[src/rtl/decoder_nxm_seq_pkg.sv]
// Shared types and helpers for the registered N:M decoder and its dwell timer.
package decoder_pkg;

    typedef enum logic [1:0] {
        IDLE   = 2'd0,
        DECODE = 2'd1,
        SCAN   = 2'd2
    } dec_state_t;

    localparam int unsigned OUT_W_MIN = 2;
    localparam int unsigned OUT_W_CAP = 64;

    // Callers truncate to their own OUT_W; inversion happens before truncation.
    function automatic logic [OUT_W_CAP-1:0] onehot(input logic [5:0] idx, input bit active_low);
        logic [OUT_W_CAP-1:0] v;
        v = {{(OUT_W_CAP-1){1'b0}}, 1'b1} << idx;
        return active_low ? ~v : v;
    endfunction

endpackage

[src/rtl/decoder_nxm_seq_if.sv]
// Select handshake and registered decoder outputs.
interface decoder_nxm_seq_if #(
    parameter int unsigned SEL_W = 2,
    parameter int unsigned OUT_W = 4
);
    logic [SEL_W-1:0] sel;
    logic             sel_valid;
    logic             sel_ready;
    logic [OUT_W-1:0] y;
    logic             y_valid;
    logic             wrap;
    logic             err;

    modport master (
        output sel, sel_valid,
        input  sel_ready, y, y_valid, wrap, err
    );

    modport slave (
        input  sel, sel_valid,
        output sel_ready, y, y_valid, wrap, err
    );
endinterface

[src/rtl/decoder_nxm_seq_dwell_timer.sv]
// Loadable down-counter; tick_o flags that the current dwell has expired.
module decoder_dwell_timer #(
    parameter int unsigned DWELL_W = 8
) (
    input  logic               clk,
    input  logic               rst,
    input  logic               load_i,
    input  logic [DWELL_W-1:0] value_i,
    input  logic               en_i,
    output logic               tick_o
);
    logic [DWELL_W-1:0] cnt_q;

    always_ff @(posedge clk) begin
        if (rst) begin
            cnt_q <= '0;
        end else if (load_i) begin
            cnt_q <= value_i;
        end else if (en_i && cnt_q != '0) begin
            cnt_q <= cnt_q - 1'b1;
        end
    end

    assign tick_o = (cnt_q == '0);
endmodule

[src/rtl/decoder_nxm_seq.sv]
// Registered SEL_W-to-OUT_W one-hot decoder with select handshake and autonomous scan.
module decoder_nxm_seq
    import decoder_pkg::*;
#(
    parameter int unsigned SEL_W      = 2,
    parameter int unsigned OUT_W      = 4,
    parameter bit          ACTIVE_LOW = 1'b0,
    parameter int unsigned DWELL_W    = 8
) (
    input  logic               clk,
    input  logic               rst,
    input  logic               en,
    input  logic               mode,
    input  logic [DWELL_W-1:0] dwell,
    input  logic               scan_dir,
    decoder_nxm_seq_if.slave   bus
);
    if (OUT_W < OUT_W_MIN || OUT_W > 2**SEL_W || OUT_W > OUT_W_CAP) begin : g_bad_out_w
        $error("decoder_nxm_seq: OUT_W out of legal range for SEL_W");
    end

    localparam logic [OUT_W-1:0] Y_IDLE   = {OUT_W{ACTIVE_LOW}};
    localparam logic [SEL_W-1:0] IDX_LAST = SEL_W'(OUT_W - 1);

    dec_state_t       state_q, state_d;
    logic [SEL_W-1:0] idx_q, idx_d, idx_step;
    logic [OUT_W-1:0] y_q, y_d;
    logic             y_valid_q, y_valid_d;
    logic             wrap_q, wrap_d;
    logic             err_q, err_d;
    logic             accept, in_range, step_wraps;
    logic             tick, tmr_load, tmr_en;

    assign bus.sel_ready = en & ~mode & ~rst;
    assign accept        = bus.sel_valid & bus.sel_ready;
    assign in_range      = 32'(bus.sel) < OUT_W;

    always_comb begin
        if (scan_dir) begin
            step_wraps = (idx_q == '0);
            idx_step   = step_wraps ? IDX_LAST : idx_q - 1'b1;
        end else begin
            step_wraps = (idx_q == IDX_LAST);
            idx_step   = step_wraps ? '0 : idx_q + 1'b1;
        end
    end

    always_comb begin
        state_d   = state_q;
        idx_d     = idx_q;
        y_d       = y_q;
        y_valid_d = y_valid_q;
        wrap_d    = 1'b0;
        err_d     = 1'b0;
        tmr_load  = 1'b0;
        tmr_en    = 1'b0;
        if (!en) begin
            state_d   = IDLE;
            y_d       = Y_IDLE;
            y_valid_d = 1'b0;
        end else if (!mode) begin
            // A select accept wins over the plain SCAN->DECODE exit.
            if (accept) begin
                if (in_range) begin
                    idx_d     = bus.sel;
                    y_d       = OUT_W'(onehot(6'(bus.sel), ACTIVE_LOW));
                    y_valid_d = 1'b1;
                    state_d   = DECODE;
                end else begin
                    y_d       = Y_IDLE;
                    y_valid_d = 1'b0;
                    err_d     = 1'b1;
                    state_d   = IDLE;
                end
            end else if (state_q == SCAN) begin
                state_d = DECODE;
            end
        end else if (state_q != SCAN) begin
            state_d   = SCAN;
            y_d       = OUT_W'(onehot(6'(idx_q), ACTIVE_LOW));
            y_valid_d = 1'b1;
            tmr_load  = 1'b1;
        end else if (tick) begin
            idx_d    = idx_step;
            y_d      = OUT_W'(onehot(6'(idx_step), ACTIVE_LOW));
            wrap_d   = step_wraps;
            tmr_load = 1'b1;
        end else begin
            tmr_en = 1'b1;
        end
    end

    always_ff @(posedge clk) begin
        if (rst) begin
            state_q   <= IDLE;
            idx_q     <= '0;
            y_q       <= Y_IDLE;
            y_valid_q <= 1'b0;
            wrap_q    <= 1'b0;
            err_q     <= 1'b0;
        end else begin
            state_q   <= state_d;
            idx_q     <= idx_d;
            y_q       <= y_d;
            y_valid_q <= y_valid_d;
            wrap_q    <= wrap_d;
            err_q     <= err_d;
        end
    end

    decoder_dwell_timer #(
        .DWELL_W (DWELL_W)
    ) u_dwell (
        .clk     (clk),
        .rst     (rst),
        .load_i  (tmr_load),
        .value_i (dwell),
        .en_i    (tmr_en),
        .tick_o  (tick)
    );

    assign bus.y       = y_q;
    assign bus.y_valid = y_valid_q;
    assign bus.wrap    = wrap_q;
    assign bus.err     = err_q;
endmodule

[src/flat_wrapper.sv]
// flat-port wrapper written by rule: the top's interface ports become plain ports
module decoder_nxm_seq_flat import decoder_pkg::*;
#(
    parameter int unsigned SEL_W      = 2,
    parameter int unsigned OUT_W      = 4,
    parameter bit          ACTIVE_LOW = 1'b0,
    parameter int unsigned DWELL_W    = 8
)
  (clk, rst, en, mode, dwell, scan_dir, bus_sel, bus_sel_valid, bus_sel_ready, bus_y, bus_y_valid, bus_wrap, bus_err);
  decoder_nxm_seq_if #(.SEL_W(SEL_W), .OUT_W(OUT_W)) bus_i ();
  input  logic clk;
  input  logic rst;
  input  logic en;
  input  logic mode;
  input  logic [DWELL_W-1:0] dwell;
  input  logic scan_dir;
  input wire logic [$bits(bus_i.sel)-1:0] bus_sel;
  input wire logic [$bits(bus_i.sel_valid)-1:0] bus_sel_valid;
  output wire logic [$bits(bus_i.sel_ready)-1:0] bus_sel_ready;
  output wire logic [$bits(bus_i.y)-1:0] bus_y;
  output wire logic [$bits(bus_i.y_valid)-1:0] bus_y_valid;
  output wire logic [$bits(bus_i.wrap)-1:0] bus_wrap;
  output wire logic [$bits(bus_i.err)-1:0] bus_err;
  assign bus_i.sel = bus_sel;
  assign bus_i.sel_valid = bus_sel_valid;
  assign bus_sel_ready = bus_i.sel_ready;
  assign bus_y = bus_i.y;
  assign bus_y_valid = bus_i.y_valid;
  assign bus_wrap = bus_i.wrap;
  assign bus_err = bus_i.err;
  decoder_nxm_seq #(.SEL_W(SEL_W), .OUT_W(OUT_W), .ACTIVE_LOW(ACTIVE_LOW), .DWELL_W(DWELL_W)) u_core (.clk(clk), .rst(rst), .en(en), .mode(mode), .dwell(dwell), .scan_dir(scan_dir), .bus(bus_i));
endmodule
[config.mk]
export PLATFORM = sky130hd
export DESIGN_NAME = decoder_nxm_seq_flat
export DESIGN_NICKNAME = d
export VERILOG_FILES = /design/src/rtl/decoder_nxm_seq_pkg.sv /design/src/rtl/decoder_nxm_seq_if.sv /design/src/rtl/decoder_nxm_seq_dwell_timer.sv /design/src/rtl/decoder_nxm_seq.sv /design/src/flat_wrapper.sv
export SDC_FILE = /design/constraint.sdc
export NUM_CORES = 1
export LEC_CHECK = 0
export ABC_AREA = 1
export CAP_MARGIN = 30
export CORE_MARGIN = 2
export CORE_UTILIZATION = 45
export DETAILED_ROUTE_END_ITERATION = 16
export GPL_ROUTABILITY_DRIVEN = 0
export PLACE_DENSITY = 0.78
export SKIP_LAST_GASP = 1
export SYNTH_ARGS = -nofsm -noshare
export SYNTH_HDL_FRONTEND = slang
export SYNTH_HIERARCHICAL = 1
export SYNTH_SLANG_ARGS = --single-unit
export TNS_END_PERCENT = 20
[constraint.sdc]
create_clock -name clk -period 3.75 [get_ports clk]
set_input_delay 0.75 -clock clk [delete_from_list [all_inputs] [get_ports clk]]
set_output_delay 0.75 -clock clk [all_outputs]
set_load 0.01 [all_outputs]
==> results.yml, run 1 <==
yosys:
  seq_area_frac_synth_pct: 28.7
  syn_nets: 223
  avgSynthCellArea_sq_um: 6.19
  ys_warn_count: 6
  syn_area_sq_um: 1260
  synth_edf_count: 0
  synth_cell_types: 27
  synth_seq_cells: 18
  synthFlopType: "dfxtp_1"
  async_flop_share_pct: 0
  syn_inst: 203
global_routing:
  antenna_found_initial: 0
  overflow: 0
  track_usage_pct: 17.7
  grt_max_degree: 13
  grt_pass1_vias: 1151
  grt_pass1_wl_um: 4610
route:
  via_per_inst: 4.90
  first_pass_iters: 4
  drc: 0
  ant_nets: 0
  drt_iter0_markers: 34
  drt-total-wl_um: 2620
  wl_per_cell_um: 10.2
  vias: 1260
clock_network:
  cts_hold_buf: 0
  cts_buffers: 3
  cts_max_level: 1
  cts_setup_buffers: 0
  clkLatencyLatePin_ns: 0.30
  clkSinkCount: 18
  cts_buffer_depth: 2
  cts-root-buf: "clkbuf_4"
  cts_resized: 0
  cts.clk_slew.worst_paths_ns: 0.10
  cts_tree: "done"
placed_design:
  dpl.hpwl_um: 2040
  place_area_sq_um: 1490
  dp.cells: 253
  numPortBuffers: 22
cells_and_area:
  syn_to_final_growth_pct: 21.7
  stdcell_area_sq_um: 1530
  drive_above_1_share_pct: 10.2
  diodes: 0
  fin_nets: 247
  fin_cells: 257
power_and_ir_drop:
  p_leak_nw: 0.715
  finalPower_mw: 0.485
  powerDensity_nw_per_um2: 317
  ir_worst_vdd_mv: 0.225
timing:
  slew_viol_final: 0
  setup_viol: 0
  rsz0062_at_grt: "no"
  fin_crit_ns: 2.96
  skew_ns: 0.00252
  hold_viol: 0
  fin_crit_sh_pct: 78.8
  fin_tns_setup_ns: 0
  maxClockFrequency_ghz: 0.338
setup_path:
  crit_type: "input pin to output pin"
  crit_path_end_kind: "output pin"
  crit_arrival_ns: 2.21
  path_cells: "clkdlybuf4s50_1 -> inv_2 -> nand2_4 -> nor2_4 -> clkdlybuf4s50_1"
  critPathMaxStageDelay_ns: 0.55
  crit_path_max_fanout: 9
  critPathLaunchType: "input pin"
  crit_family: "buffers and inverters"
  cp_slowest_cell: "clkdlybuf4s50_1"
  cp.buffers_inverters: 3
  cp.required_ns: 3.00
  cpMostUsedCell: "clkdlybuf4s50_1"
die:
  core-area_sq_um: 2710
  row_count: 19
  initial_utilization_pct: 46.4
  io_pins: 24
  die_y_um: 56.8
  die_x_um: 56.8
  dieArea_sq_um: 3230
outcome:
  status: "finished, final reports clean"
run:
  max_cap_viol_count: 0
worst_hold_path:
  hold_class: "flip-flop to flip-flop"
[cells in the mapped netlist (all sizes together) (2+ instances only)]
cell,count,area share (%)
nand2,63,22
nor2,32,11
inv,30,9.0
nand3,28,12
dfxtp,18,29
o21ai,9,3.6
a21oi,7,3.1
ha,4,4.0
buf,2,1.5
nand4,2,1.0
[final cells by class]
type                       instances  area, sq um
timing repair buffer              22          220
multi-input combinational        151          756
sequential                        18          360
fill                             292         1180
tap                               31         38.8
inverter                          31          118
clock buffer                       4         36.3
[cells in the final DEF (no fill, tap or decap), types with 2 or more instances in the layout]
| cell type | n |
|---|---|
| nand2_1 | 56 |
| nor2_1 | 28 |
| inv_1 | 27 |
| nand3_1 | 26 |
| clkdlybuf4s50_1 | 22 |
| dfxtp_1 | 18 |
| o21ai_0 | 8 |
| a21oi_1 | 6 |
| nand2_4 | 5 |
| ha_1 | 4 |
| clkbuf_4 | 3 |
| inv_2 | 3 |
| nor2_4 | 2 |
| nor2_2 | 2 |
| nand3_2 | 2 |
| nand2_2 | 2 |
| nand4_1 | 2 |
[stage by stage]
step           hold slack [ns]  worst slack, ns  util (%)
6_report                 0.472            0.794      56.4
3_3_place_gp             0.464            0.796      55.1
4_1_cts                  0.474            0.795      56.4
3_5_place_dp             0.458            0.807      55.1
5_1_grt                  0.511            0.725      56.4
2_1_floorplan            0.468             1.90         -
[layer usage]
metal / GRT usage (%) / vias to the layer above / wire length (um)
li1: - / 676 / -
met1: 21.3 / 553 / 1200
met2: 31.4 / 28 / 1260
met3: 3.69 / 3 / 132
met4: 4.98 / 0 / 21
met5: 0 / - / 0
[state kept, by name, indices dropped and copies added (netlist names)]
| register | flops |
|---|---|
| u_core/bus.wrap | 1 |
| u_core/bus.y | 4 |
| u_core/bus.y_valid | 1 |
| u_core/idx_q | 2 |
| u_core/state_q | 2 |
| u_core/u_dwell/cnt_q | 8 |
[cells by family after synthesis]
kind of cell,after synthesis,synth area share [%]
simple gates,127,47.2
buf+inv,34,11.2
compound gates,18,7.97
flops,18,28.7
fa+ha+maj,4,3.98
xor+xnor,1,0.697
other cells,1,0.299
[worst min-delay path, delay by kind of cell (launching register included)]
| kind | cells | cell delay (ns) |
|---|---|---|
| flip-flops | 1 | 0.32 |
| AND/OR/NAND/NOR | 1 | 0.06 |
| AO/OA/AOI/OAI | 1 | 0.05 |
[where the power goes]
group	total (mW)	switching, mW	leakage (nW)	internal, mW
clock network	0.122	0.0623	0.0210	0.0593
registers	0.212	0.0103	0.147	0.202
logic	0.151	0.0885	0.547	0.0626
total	0.485	0.161	0.715	0.324
[worst paths after layout]
| check | slack (ns) | end | cells past startpoint | startpoint |
|---|---|---|---|---|
| setup reg to reg | 1.60 | u_core/u_dwell/cnt_q[7] | 13 | u_core/u_dwell/cnt_q[0] |
| hold reg to reg | 0.47 | u_core/bus.y[2] | 2 | u_core/bus.y[2] |
| hold / removal | 0.47 | u_core/bus.y[2] | 2 | u_core/bus.y[2] |
| setup / recovery | 0.79 | bus_sel_ready | 5 | rst |
Power figures use the tool's default switching activity.
==> run 2: changes to the inputs <==
Clock period 3.75 ns to 2.9 ns, I/O delays scaled along.
==> run 2 against run 1 <==
Via count decreased by 2.8%. Clock-buffer cell count unchanged. Die area unchanged. First-iteration DRC count increased by 2.9%. Core utilization increased by 0.83 points. Critical path depth decreased by 1. Non-clock buffer count increased by 3. Setup slack got worse by 0.42 ns.
==> results.yml, run 2 (same netlist as run 1, synthesis figures left out) <==
outcome:
  status: "finished, final reports clean"
global_routing:
  track_usage_pct: 16.7
  grt_pass1_wl_um: 4310
  grt_pass1_vias: 1072
  grt_max_degree: 12
  antenna_found_initial: 0
  overflow: 0
setup_path:
  crit_family: "buffers and inverters"
  crit_arrival_ns: 1.95
  cp_slowest_cell: "clkdlybuf4s50_1"
  crit_type: "input pin to output pin"
  crit_path_end_kind: "output pin"
  critPathMaxStageDelay_ns: 0.57
  cp.required_ns: 2.32
  critPathLaunchType: "input pin"
  crit_path_max_fanout: 9
  cp.buffers_inverters: 2
  cpMostUsedCell: "clkdlybuf4s50_1"
  reg2reg_slack_ns: 1.08
  path_cells: "clkdlybuf4s50_1 -> nand2_4 -> nor2_4 -> clkdlybuf4s50_1"
clock_network:
  clkLatencyLatePin_ns: 0.29
  cts_max_level: 1
  cts_setup_buffers: 0
  cts_tree: "done"
  cts-root-buf: "clkbuf_4"
  cts.clk_slew.worst_paths_ns: 0.10
  cts_buffer_depth: 2
  cts_buffers: 3
  cts_resized: 0
  cts_hold_buf: 0
  clkSinkCount: 18
die:
  die_x_um: 56.8
  dieArea_sq_um: 3230
  row_count: 19
  core-area_sq_um: 2710
  die_y_um: 56.8
  initial_utilization_pct: 46.4
  io_pins: 24
power_and_ir_drop:
  powerDensity_nw_per_um2: 403
  p_leak_nw: 0.729
  ir_worst_vdd_mv: 0.299
  finalPower_mw: 0.625
placed_design:
  numPortBuffers: 22
  dpl.hpwl_um: 2040
route:
  via_per_inst: 4.71
  drt-total-wl_um: 2540
  ant_nets: 0
  drt_iter0_markers: 35
  vias: 1225
  wl_per_cell_um: 9.78
  route.top_layer_used: "met4"
  drc: 0
  drt-met1-wl_um: 1230
  dr_wl_met3_um: 82
  route.met2.wl_um: 1220
  first_pass_iters: 4
timing:
  fin_tns_setup_ns: 0
  fin_crit_sh_pct: 87.2
  maxClockFrequency_ghz: 0.395
  fin_crit_ns: 2.53
  skew_ns: 0.00359
  rsz0062_at_grt: "no"
  setup_viol: 0
  hold_viol: 0
  slew_viol_final: 0
cells_and_area:
  mostFrequentLayoutCells: "nand2_1 (56), nor2_1 (28), inv_1 (27)"
  diodes: 0
  layout_commonest_cell: "nand2_1"
  fin_nets: 250
  drive_above_1_share_pct: 11.4
  fill_cells: 289
  syn_to_final_growth_pct: 23.5
  largest_register_ff_count: 8
  top_register: "u_core/u_dwell/cnt_q"
run:
  max_cap_viol_count: 0
worst_hold_path:
  hold_class: "flip-flop to flip-flop"
## run 2: power breakdown
group	internal, mW	total (mW)	leakage, nW	switching, mW
clock	0.0765	0.154	0.0210	0.0773
sequential	0.261	0.274	0.147	0.0130
combinational	0.0838	0.197	0.561	0.113
## run 2: path summary, 6_finish.rpt
kind | from | to | depth (start not counted)
min | u_core/bus.y[2] | u_core/bus.y[2] | 2
max | en | bus_sel_ready | 4
max reg2reg | u_core/u_dwell/cnt_q[0] | u_core/u_dwell/cnt_q[2] | 13
min reg2reg | u_core/bus.y[2] | u_core/bus.y[2] | 2
## run 2: per-layer routing
metal | up-vias | track usage [%]
met5 | - | 0
met4 | 0 | 6.98
met3 | 2 | 2.30
met2 | 14 | 27.9
met1 | 522 | 21.3
li1 | 687 | -
## run 2: cell type report
cell class              instances  area (sq um)  share of cell area, %
clock buffers                   4          36.3                   2.34
multi-input cells             151           756                   48.7
flip-flops and latches         18           360                   23.2
repair buffers                 25           243                   15.6
inverters                      31           118                   7.58
well taps                      31          38.8                   2.50
## run 2: worst register-to-register path: stages, from the launching register on
cell     delay [ns]
dfxtp_1        0.32
inv_1          0.17
ha_1           0.19
nand2_1        0.07
nor2_1         0.20
inv_1          0.06
nand2_1        0.11
nand3_1        0.08
inv_1          0.08
buf_4          0.16
nand2_1        0.06
o21ai_0        0.07
nand2_1        0.07
a21oi_1        0.12
## run 2: stage by stage
stage               hold WS (ns)  std cells  cell area (sq um)  setup slack (ns)  util (%)
floorplan                  0.468        203               1260              1.05         -
global placement           0.465        256               1520             0.376      55.9
detailed placement         0.460        256               1520             0.363      55.9
CTS                        0.477        260               1550             0.355      57.2
global route               0.500        260               1550             0.319      57.2
finish                     0.476        260               1550             0.370      57.2
==> run 3: changes to the inputs <==
Settings changed: CORE_MARGIN 2 to 8, PLACE_DENSITY 0.78 to unset, PLACE_DENSITY_LB_ADDON set to 0.05, SKIP_LAST_GASP 1 to unset.
==> run 3 against run 2 <==
Die area rose by 47%. Non-clock buffer count fell by 2. Critical endpoint unchanged. Clock power barely moved. Flip-flop and latch count did not move. Fmax fell by 2.2%. Worst hold slack got worse by 0.0032 ns. Global-route usage fell by 3.3 points. Setup slack got worse by 0.056 ns. Routed wire length rose by 19%. Design area fell by 0.97%. Combinational power barely moved.
==> results.yml, run 3 (same netlist as run 1, synthesis figures left out) <==
setup_path:
  crit_path_end_kind: "output pin"
  rr_worst_depth: 13
  critPathLaunchType: "input pin"
  critPathMaxStageDelay_ns: 0.56
  path_cells: "clkdlybuf4s50_1 -> inv_2 -> nand2_4 -> nor2_4 -> clkdlybuf4s50_1"
  cp.required_ns: 2.32
  crit_path_start: "rst"
  crit_path_max_fanout: 9
  cp_slowest_cell: "clkdlybuf4s50_1"
  cpMostUsedCell: "clkdlybuf4s50_1"
  crit_type: "input pin to output pin"
  crit_arrival_ns: 2.01
  r2r_start: "u_core/u_dwell/cnt_q[0]"
route:
  via_per_inst: 4.95
  wl_per_cell_um: 11.7
  vias: 1276
  first_pass_iters: 4
  ant_nets: 0
  drt-total-wl_um: 3020
  drt_iter0_markers: 86
  drc: 0
worst_hold_path:
  hold_class: "flip-flop to flip-flop"
  hold_start: "u_core/bus.y[0]"
  worstHoldPathCells: 2
cells_and_area:
  syn_to_final_growth_pct: 22.3
  diodes: 0
  fin_cells: 258
  stdcell_area_sq_um: 1540
  layout_commonest_cell: "nand2_1"
  seqCellArea_sq_um: 360
  fill_cells: 270
  largest_register_ff_count: 8
  mostFrequentLayoutCells: "nand2_1 (56), nor2_1 (28), inv_1 (27)"
  top_register: "u_core/u_dwell/cnt_q"
  fin_nets: 248
  multi_input_area_sq_um: 756
  drive_above_1_share_pct: 10.6
  fin_util_pct: 56.7
outcome:
  status: "finished, final reports clean"
timing:
  slew_viol_final: 0
  setup_viol: 0
  fin_crit_sh_pct: 89.2
  fin_crit_ns: 2.59
  fin_tns_setup_ns: 0
  rsz0062_at_grt: "no"
  maxClockFrequency_ghz: 0.387
  hold_viol: 0
  skew_ns: 0.00635
clock_network:
  cts_max_level: 1
  cts_tree: "done"
  cts.clk_slew.worst_paths_ns: 0.11
  cts_resized: 0
  cts_buffers: 3
  cts_hold_buf: 0
  clkSinkCount: 18
  cts_buffer_depth: 2
  clkLatencyLatePin_ns: 0.29
  cts_setup_buffers: 0
  cts-root-buf: "clkbuf_4"
run:
  max_cap_viol_count: 0
die:
  row_count: 19
  dieArea_sq_um: 4740
  io_pins: 24
  initial_utilization_pct: 46.4
  die_x_um: 68.8
  core-area_sq_um: 2710
  die_y_um: 68.8
power_and_ir_drop:
  p_leak_nw: 0.719
  powerDensity_nw_per_um2: 410
  ir_worst_vdd_mv: 0.286
  finalPower_mw: 0.631
global_routing:
  grt_pass1_vias: 1205
  grt_pass1_wl_um: 4970
  track_usage_pct: 13.4
  overflow: 0
  antenna_found_initial: 0
  grt_max_degree: 12
placed_design:
  dp.cells: 254
  dpl.hpwl_um: 2460
  place_area_sq_um: 1500
  numPortBuffers: 22
==> run 3: changes by cell type in the layout (fill, tap and decap cells not counted), sizes merged <==
cell  delta
buf      -2
==> run 3: stage by stage <==
step / hold slack [ns] / setup WS [ns]
after floorplan: 0.468 / 1.05
after detailed placement: 0.460 / 0.310
after CTS: 0.477 / 0.301
final: 0.473 / 0.314
after global routing: 0.505 / 0.245
after global placement: 0.460 / 0.333
==> run 3: layout make-up <==
| cell class | count | area share (%) |
|---|---|---|
| inverter | 31 | 7.65 |
| tap | 31 | 2.52 |
| timing repair buffer | 23 | 14.8 |
| sequential | 18 | 23.5 |
| multi-input combinational | 151 | 49.2 |
| clock buffer | 4 | 2.36 |
==> run 3: per-layer routing <==
layer	vias up	global-route usage (%)	share of wire (%)
met5	-	0	0
met4	0	5.01	1.5
met3	4	3.39	5.4
met2	25	25.7	51
met1	566	13.6	42
li1	681	-	-
==> run 3: worst paths after layout <==
path                            slack, ns                       to
worst max-delay path                 0.31            bus_sel_ready
worst min-delay path                 0.47          u_core/bus.y[0]
worst min register to register       0.47          u_core/bus.y[0]
worst max register to register       0.77  u_core/u_dwell/cnt_q[3]
==> run 3: power breakdown <==
group | switching (mW) | internal [mW]
registers | 0.0138 | 0.261
clock network | 0.0795 | 0.0765
logic | 0.117 | 0.0822
total | 0.211 | 0.420
==> run 3: worst max-delay path: cells and delay by family <==
kind	cells	cell delay (ns)
buffers and inverters	3	1.20
AND/OR/NAND/NOR	2	0.23
